File: config.mk
export PLATFORM = sky130hd
export DESIGN_NAME = full_adder_core
export DESIGN_NICKNAME = d
export VERILOG_FILES = /design/src/rtl/full_adder_core_pkg.sv /design/src/rtl/full_adder_core_fa_bit.sv /design/src/rtl/full_adder_core.sv
export SDC_FILE = /design/constraint.sdc
export NUM_CORES = 1
export LEC_CHECK = 0
export BUFFER_PORTS_ARGS = -buffer_cell sky130_fd_sc_hd__clkbuf_2
export CAP_MARGIN = 20
export CELL_PAD_IN_SITES_DETAIL_PLACEMENT = 0
export CELL_PAD_IN_SITES_GLOBAL_PLACEMENT = 1
export CORE_AREA = 4 4 41 43
export DETAILED_ROUTE_END_ITERATION = 16
export DIE_AREA = 0 0 45 47
export PLACE_DENSITY_LB_ADDON = 0.1
export SYNTH_ARGS = -nofsm -noshare
export SYNTH_HDL_FRONTEND = slang
export SYNTH_HIERARCHICAL = 1
export SYNTH_SLANG_ARGS = --single-unit
File: constraint.sdc
create_clock -name clk -period 1 [get_ports clk]
set_input_delay 0.05 -clock clk [delete_from_list [all_inputs] [get_ports clk]]
set_output_delay 0.05 -clock clk [all_outputs]
set_load 0.01 [all_outputs]
File: src/rtl/full_adder_core_pkg.sv
// Shared types for the full-adder slice array.
package full_adder_core_pkg;

  // Two-bit result of one full-adder slice: carry is weight 2, sum is weight 1.
  typedef struct packed {
    logic carry;
    logic sum;
  } fa_res_t;

endpackage : full_adder_core_pkg

File: src/rtl/full_adder_core_fa_bit.sv
// Purely combinational single-slice full adder (a + b + c -> carry, sum).
module fa_bit
  import full_adder_core_pkg::*;
(
  input  logic a,
  input  logic b,
  input  logic c,
  output logic carry,
  output logic sum
);

  fa_res_t w_res;

  // Sum is odd parity of the three inputs; carry is their majority.
  always_comb begin
    w_res       = '0;
    w_res.sum   = a ^ b ^ c;
    w_res.carry = (a & b) | (a & c) | (b & c);
  end

  assign carry = w_res.carry;
  assign sum   = w_res.sum;

endmodule : fa_bit

File: src/rtl/full_adder_core.sv
// Registered row of independent full adders (3:2 compressor row) with a
// one-cycle valid pipeline. No carry travels between slices.
module full_adder_core
  import full_adder_core_pkg::*;
#(
  parameter int unsigned WIDTH = 1
) (
  input  logic             clk,
  input  logic             rst_n,
  input  logic             in_valid,
  input  logic [WIDTH-1:0] a,
  input  logic [WIDTH-1:0] b,
  input  logic [WIDTH-1:0] c,
  output logic             out_valid,
  output logic [WIDTH-1:0] carry,
  output logic [WIDTH-1:0] sum
);

  logic [WIDTH-1:0] w_carry;
  logic [WIDTH-1:0] w_sum;
  logic [WIDTH-1:0] r_carry;
  logic [WIDTH-1:0] r_sum;
  logic             r_valid;

  genvar gi;
  generate
    for (gi = 0; gi < WIDTH; gi++) begin : g_slice
      fa_bit u_fa_bit (
        .a     (a[gi]),
        .b     (b[gi]),
        .c     (c[gi]),
        .carry (w_carry[gi]),
        .sum   (w_sum[gi])
      );
    end
  endgenerate

  // Valid follows in_valid every cycle; cleared asynchronously on reset.
  always_ff @(posedge clk or negedge rst_n) begin
    if (!rst_n) begin
      r_valid <= 1'b0;
    end else begin
      r_valid <= in_valid;
    end
  end

  // Result registers load only on valid input, so X on idle inputs never lands.
  always_ff @(posedge clk or negedge rst_n) begin
    if (!rst_n) begin
      r_carry <= '0;
      r_sum   <= '0;
    end else if (in_valid) begin
      r_carry <= w_carry;
      r_sum   <= w_sum;
    end
  end

  assign out_valid = r_valid;
  assign carry     = r_carry;
  assign sum       = r_sum;

endmodule : full_adder_core

==> load_flow_metrics.sql, run 1 <==
INSERT INTO impl_metrics (metric_group, metric, value, unit) VALUES
('power_and_ir_drop', 'power.share.combinational', '15.3', '%'),
('floorplanning', 'core_area', '1301', 'µm²'),
('power_and_ir_drop', 'intPower', '0.3228', 'mW'),
('cells_and_area', 'antennaDiodeCount', '0', ''),
('grt', 'first_global_vias', '137', ''),
('grt', 'grt_usage', '4.992', '%'),
('power_and_ir_drop', 'p_per_area', '1888', 'nW/µm²'),
('clock_network', 'cts_buffer_depth', '2', ''),
('drt', 'drt-wirelength-per-cell', '9.829', 'µm'),
('power_and_ir_drop', 'power.share.clock', '50.4', '%'),
('drt', 'ant_nets', '0', ''),
('clock_network', 'cts_buf_count', '3', ''),
('setup_path', 'worstPathArrival', '1.03', 'ns'),
('job', 'cap_violations', '0', ''),
('setup_path', 'timing.critical_path.required', '1.11', 'ns'),
('timing', 'timing.final.max_slew_violations', '0', ''),
('setup_path', 'regToRegEndpoint', 'sum', ''),
('cells_and_area', 'final_cell_mix', 'sky130_fd_sc_hd__clkbuf_2, sky130_fd_sc_hd__dfrtp_1, sky130_fd_sc_hd__clkbuf_4', ''),
('setup_path', 'worstPathCellList', 'dlygate4sd3_1 -> clkbuf_2 -> mux2_2', ''),
('floorplanning', 'top_level_ports', '9', ''),
('timing', 'finalWorstPathRequiredPeriod', '0.9110', 'ns'),
('grt', 'grt_antenna_before_repair', '0', ''),
('clock_network', 'htree_levels', '1', ''),
('drt', 'routed_via_density', '2.914', ''),
('clock_network', 'cts.hold.buffers_added', '2', ''),
('cells_and_area', 'syn_to_final_growth', '89.36', '%'),
('clock_network', 'cts_root_buf', 'sky130_fd_sc_hd__clkbuf_4', ''),
('setup_path', 'cp_slowest_cell', 'sky130_fd_sc_hd__dlygate4sd3_1', ''),
('power_and_ir_drop', 'p_seq_share', '34.2', '%'),
('setup_path', 'critPathLaunchType', 'input port', ''),
('drt', 'detailroute.via_count', '102', ''),
('floorplanning', 'row_cnt', '13', ''),
('clock_network', 'cts_num_sinks', '3', ''),
('power_and_ir_drop', 'ir_worst_vdd', '307.1', 'µV'),
('yosys', 'synth.cell_area', '117.6', 'µm²'),
('cells_and_area', 'layout_commonest_cell', 'sky130_fd_sc_hd__clkbuf_2', ''),
('cells_and_area', 'layout-drive-gt1-share', '65.00', '%'),
('clock_network', 'cts.repair.resized', '0', ''),
('grt', 'grt_overflow', '0', ''),
('yosys', 'synth-warning-count', '6', ''),
('place', 'port-buffer-count', '8', ''),
('setup_path', 'crit_path_max_incr_delay', '0.52', 'ns'),
('cells_and_area', 'num-nets-final', '28', ''),
('drt', 'wirelength', '344', 'µm'),
('timing', 'setup_violations', '0', ''),
('power_and_ir_drop', 'power_switching', '0.09762', 'mW'),
('clock_network', 'clk-insertion-delay-late', '0.23', 'ns'),
('yosys', 'synthesis.nets', '13', ''),
('floorplanning', 'die_area', '2115', 'µm²'),
('setup_path', 'cp_num_cells', '3', ''),
('yosys', 'syn-mean-instance-area', '19.60', 'µm²'),
('outcome', 'outcome', 'completed', ''),
('clock_network', 'cts_post_setup_buffers_inserted', '0', ''),
('timing', 'setup_repair_after_global_routing_missed_its_margin', 'no', ''),
('timing', 'maxSlewHeadroom', '93.19', '%'),
('place', 'pre_cts_ws', '-0.01189', 'ns'),
('timing', 'worstMarginPinSlew', '0.1021', 'ns'),
('setup_path', 'critical_path.endpoint_type', 'flip-flop', ''),
('worst_hold_path', 'hold_path_class', 'in -> async', ''),
('yosys', 'synthCells', '6', ''),
('floorplanning', 'die_x', '45', 'µm'),
('drt', 'detail_route.iter0.violations', '1', ''),
('clock_network', 'cts_tree', 'done', ''),
('setup_path', 'timing_worst_setup_path_type', 'in -> reg', ''),
('floorplanning', 'initial_utilization', '9.038', '%'),
('clock_network', 'clock_pin_slew_of_the_registers_on_the_worst_case_setup_and_hold_paths', '0.04', 'ns'),
('grt', 'grt_start_max_net_pins', '4', ''),
('yosys', 'yosysSeqAreaShare', '63.83', '%'),
('grt', 'grt_first_pass_wirelength', '600', 'µm'),
('timing', 'max_clock_freq', '1098', 'MHz'),
('setup_path', 'reg2reg_slack', '0.26', 'ns');
how the worst max path moves through the flow:
stage             start     to  slack, ns
2_1_floorplan         a    sum       0.12
6_report       in_valid  carry       0.09
3_5_place_dp          a    sum      -0.01
5_1_grt        in_valid  carry       0.07
4_1_cts        in_valid  carry       0.09
3_3_place_gp          a    sum     -0.009
logic make-up after synthesis:
| kind of cell | count (synthesis) | share of synthesized area, % |
|---|---|---|
| adder cells (fa/ha/maj) | 1 | 17.02 |
| multiplexers | 2 | 19.15 |
| flip-flops | 3 | 63.83 |
power groups by stage:
stage / clock (mW) / combinational, mW / sequential (mW)
2_1_floorplan: 0 / 0.0159 / 0.153
4_1_cts: 0.228 / 0.0661 / 0.144
6_report: 0.212 / 0.0644 / 0.144
3_5_place_dp: 0 / 0.0598 / 0.146
3_3_place_gp: 0 / 0.0591 / 0.146
5_1_grt: 0.249 / 0.0720 / 0.147
Yosys cell counts:
| cell | instances | share of area, % |
|---|---|---|
| sky130_fd_sc_hd__mux2_2 | 2 | 19 |
| sky130_fd_sc_hd__dfrtp_1 | 3 | 64 |
| sky130_fd_sc_hd__fa_1 | 1 | 17 |
state kept, by name, indices dropped and copies added (netlist names):
| signal | count |
|---|---|
| carry | 1 |
| out_valid | 1 |
| sum | 1 |
layout make-up:
type	instances	area, µm²	area share [%]
Multi-Input combinational cell	3	42.54	19.10
Timing Repair Buffer	10	60.06	26.97
Tap cell	15	18.77	8.427
Sequential cell	3	75.07	33.71
Clock buffer	4	26.28	11.80
routing by layer:
| layer | global-route usage, % | up-vias | part of all wire [%] |
|---|---|---|---|
| met3 | 5.747 | 2 | 15 |
| li1 | - | 47 | - |
| met5 | 0 | - | 0 |
| met2 | 5.367 | 9 | 40 |
| met4 | 5.263 | 0 | 1.7 |
| met1 | 4.587 | 44 | 42 |
metrics by stage:
stage	cells	hold slack [ns]	total power, mW	instance area [µm²]	setup TNS [ns]
after floorplan	6	-0.2456	0.1691	117.6	0
after global placement	29	-0.1477	0.2053	176.4	-0.008911
after detailed placement	29	-0.1460	0.2057	176.4	-0.01189
after CTS	35	0.1356	0.4386	222.7	0
after global routing	35	0.1578	0.4681	222.7	0
final	35	0.1522	0.4204	222.7	0
Power figures use the tool's default switching activity.
==> run 2: changes to the inputs <==
PLACE_DENSITY = 0.44   (was unset)
PLACE_DENSITY_LB_ADDON = unset   (was 0.1)
==> load_flow_metrics.sql, run 2 (synthesis results as in run 1) <==
INSERT INTO impl_metrics (metric_group, metric, value, unit) VALUES
('drt', 'detail_route.iter0.violations', '0', ''),
('floorplanning', 'top_level_ports', '9', ''),
('setup_path', 'crit_end', 'carry', ''),
('timing', 'worstMarginPinSlew', '0.07750', 'ns'),
('floorplanning', 'row_cnt', '13', ''),
('worst_hold_path', 'hold_path_class', 'in -> async', ''),
('clock_network', 'clk-insertion-delay-late', '0.23', 'ns'),
('clock_network', 'cts.repair.resized', '0', ''),
('job', 'cap_violations', '0', ''),
('setup_path', 'regToRegEndpoint', 'carry', ''),
('floorplanning', 'die_area', '2115', 'µm²'),
('setup_path', 'crit_path_max_incr_delay', '0.52', 'ns'),
('setup_path', 'timing.reg2reg.worst_path_depth', '1', ''),
('timing', 'setup_repair_after_global_routing_missed_its_margin', 'no', ''),
('timing', 'timing.final.max_slew_violations', '0', ''),
('timing', 'setup_violations', '0', ''),
('setup_path', 'worstPathArrival', '1.03', 'ns'),
('clock_network', 'clock_pin_slew_of_the_registers_on_the_worst_case_setup_and_hold_paths', '0.04', 'ns'),
('timing', 'finalWorstPathRequiredPeriod', '0.9107', 'ns'),
('drt', 'drt_drc_violations_left', '0', ''),
('drt', 'wirelength', '307', 'µm'),
('floorplanning', 'initial_utilization', '9.038', '%'),
('cells_and_area', 'num-nets-final', '28', ''),
('setup_path', 'worstPathCellList', 'dlygate4sd3_1 -> clkbuf_2 -> mux2_2', ''),
('setup_path', 'cp_num_cells', '3', ''),
('cells_and_area', 'antennaDiodeCount', '0', ''),
('cells_and_area', 'final_cells', '35', ''),
('drt', 'drt-wirelength-per-cell', '8.771', 'µm'),
('power_and_ir_drop', 'power_leakage', '0.1068', 'nW'),
('setup_path', 'critical_path.endpoint_type', 'flip-flop', ''),
('grt', 'grt_antenna_before_repair', '0', ''),
('outcome', 'outcome', 'completed', ''),
('setup_path', 'critical_path_buf_inv_count', '2', ''),
('cells_and_area', 'layout_commonest_cell', 'sky130_fd_sc_hd__clkbuf_2', ''),
('grt', 'grt_overflow', '0', ''),
('drt', 'routed_via_density', '2.971', ''),
('setup_path', 'cp_slowest_cell', 'sky130_fd_sc_hd__dlygate4sd3_1', ''),
('clock_network', 'cts_buffer_depth', '2', ''),
('timing', 'clock-skew-final', '0', 'ns'),
('grt', 'first_global_vias', '132', ''),
('setup_path', 'reg2reg_slack', '0.26', 'ns'),
('power_and_ir_drop', 'p_per_area', '1889', 'nW/µm²'),
('timing', 'max_clock_freq', '1098', 'MHz'),
('grt', 'grt_usage', '4.362', '%'),
('cells_and_area', 'layout-drive-gt1-share', '65.00', '%'),
('setup_path', 'critPathLaunchType', 'input port', ''),
('clock_network', 'htree_levels', '1', ''),
('setup_path', 'crit-reg2reg-launch', 'carry', ''),
('clock_network', 'cts_num_sinks', '3', ''),
('cells_and_area', 'multi_input_gate_area_in_the_final_layout', '42.54', 'µm²'),
('place', 'post_dp_cell_area', '176.4', 'µm²'),
('timing', 'timing.final.crit_share', '91.07', '%'),
('grt', 'grt_first_pass_wirelength', '489', 'µm'),
('timing', 'final_hold_viol_count', '0', ''),
('clock_network', 'cts_buf_count', '3', ''),
('place', 'port-buffer-count', '8', ''),
('drt', 'ant_nets', '0', ''),
('floorplanning', 'die_x', '45', 'µm'),
('setup_path', 'timing_worst_setup_path_type', 'in -> reg', ''),
('clock_network', 'cts_root_buf', 'sky130_fd_sc_hd__clkbuf_4', ''),
('timing', 'maxSlewHeadroom', '94.83', '%'),
('setup_path', 'critPathLaunch', 'in_valid', ''),
('setup_path', 'timing.critical_path.required', '1.12', 'ns'),
('cells_and_area', 'final_cell_mix', 'sky130_fd_sc_hd__clkbuf_2, sky130_fd_sc_hd__dfrtp_1, sky130_fd_sc_hd__clkbuf_4', ''),
('cells_and_area', 'num-fill-cells', '154', ''),
('cells_and_area', 'seqCellArea', '75.07', 'µm²'),
('drt', 'dr.pass1.iters', '1', ''),
('drt', 'detailroute.via_count', '104', ''),
('setup_path', 'crit_fanout', '3', ''),
('setup_path', 'worst_path_dominant_cell_family', 'buffers and inverters', ''),
('cells_and_area', 'syn_to_final_growth', '89.36', '%'),
('timing', 'timing.setup.tns', '0', 'ns'),
('floorplanning', 'core_area', '1301', 'µm²'),
('cells_and_area', 'postLayoutCellArea', '222.7', 'µm²'),
('power_and_ir_drop', 'ir_worst_vdd', '254.0', 'µV'),
('floorplanning', 'dieHeight', '47', 'µm'),
('grt', 'grt_start_max_net_pins', '4', ''),
('clock_network', 'cts_tree', 'done', ''),
('place', 'gp_congestion', '0.6277', ''),
('place', 'dpl.cell_count', '29', '');
[run 2: cell counts in the layout (fill, tap and decap cells not counted)]
No cell type changed its count.
[run 2: layout make-up]
cell class,count,area share (%)
sequential,3,33.71
timing repair buffer,10,26.97
multi-input combinational,3,19.10
clock buffer,4,11.80
tap,15,8.427
[run 2: power by group]
part           switching, mW  internal [mW]  total [mW]
clock network         0.0657          0.150       0.215
registers            0.00667          0.137       0.144
logic                 0.0263         0.0351      0.0613
total                 0.0986          0.322       0.421
[run 2: worst min path at each step]
stage	end	slack, ns	depth (start not counted)
2_1_floorplan	carry	-0.25	0
3_3_place_gp	out_valid	-0.15	1
3_5_place_dp	sum	-0.15	1
4_1_cts	sum	0.13	2
5_1_grt	sum	0.15	2
6_report	carry	0.14	2
[run 2: routing by layer]
| metal | GRT usage, % | routed length (µm) | vias to the layer above |
|---|---|---|---|
| met5 | 0 | 0 | - |
| met2 | 5.085 | 128 | 9 |
| met3 | 3.831 | 57 | 2 |
| li1 | - | - | 48 |
| met4 | 8.772 | 17 | 0 |
| met1 | 2.759 | 104 | 45 |
[run 2: stage by stage]
step / hold WS [ns] / utilization (%) / power, mW / setup WS, ns
finish: 0.1430 / 17.12 / 0.4207 / 0.08933
floorplan: -0.2456 / - / 0.1691 / 0.1241
global route: 0.1544 / 17.12 / 0.4405 / 0.04958
global placement: -0.1524 / 13.56 / 0.2028 / 0.006804
detailed placement: -0.1517 / 13.56 / 0.2033 / 0.002865
CTS: 0.1329 / 17.12 / 0.4373 / 0.09298
[run 2: repair_timing]
| action | CTS | global route |
|---|---|---|
| hold endpoints to repair | 4 | 0 |
| buffers inserted | 0 | 0 |
| hold buffers | 2 | 0 |
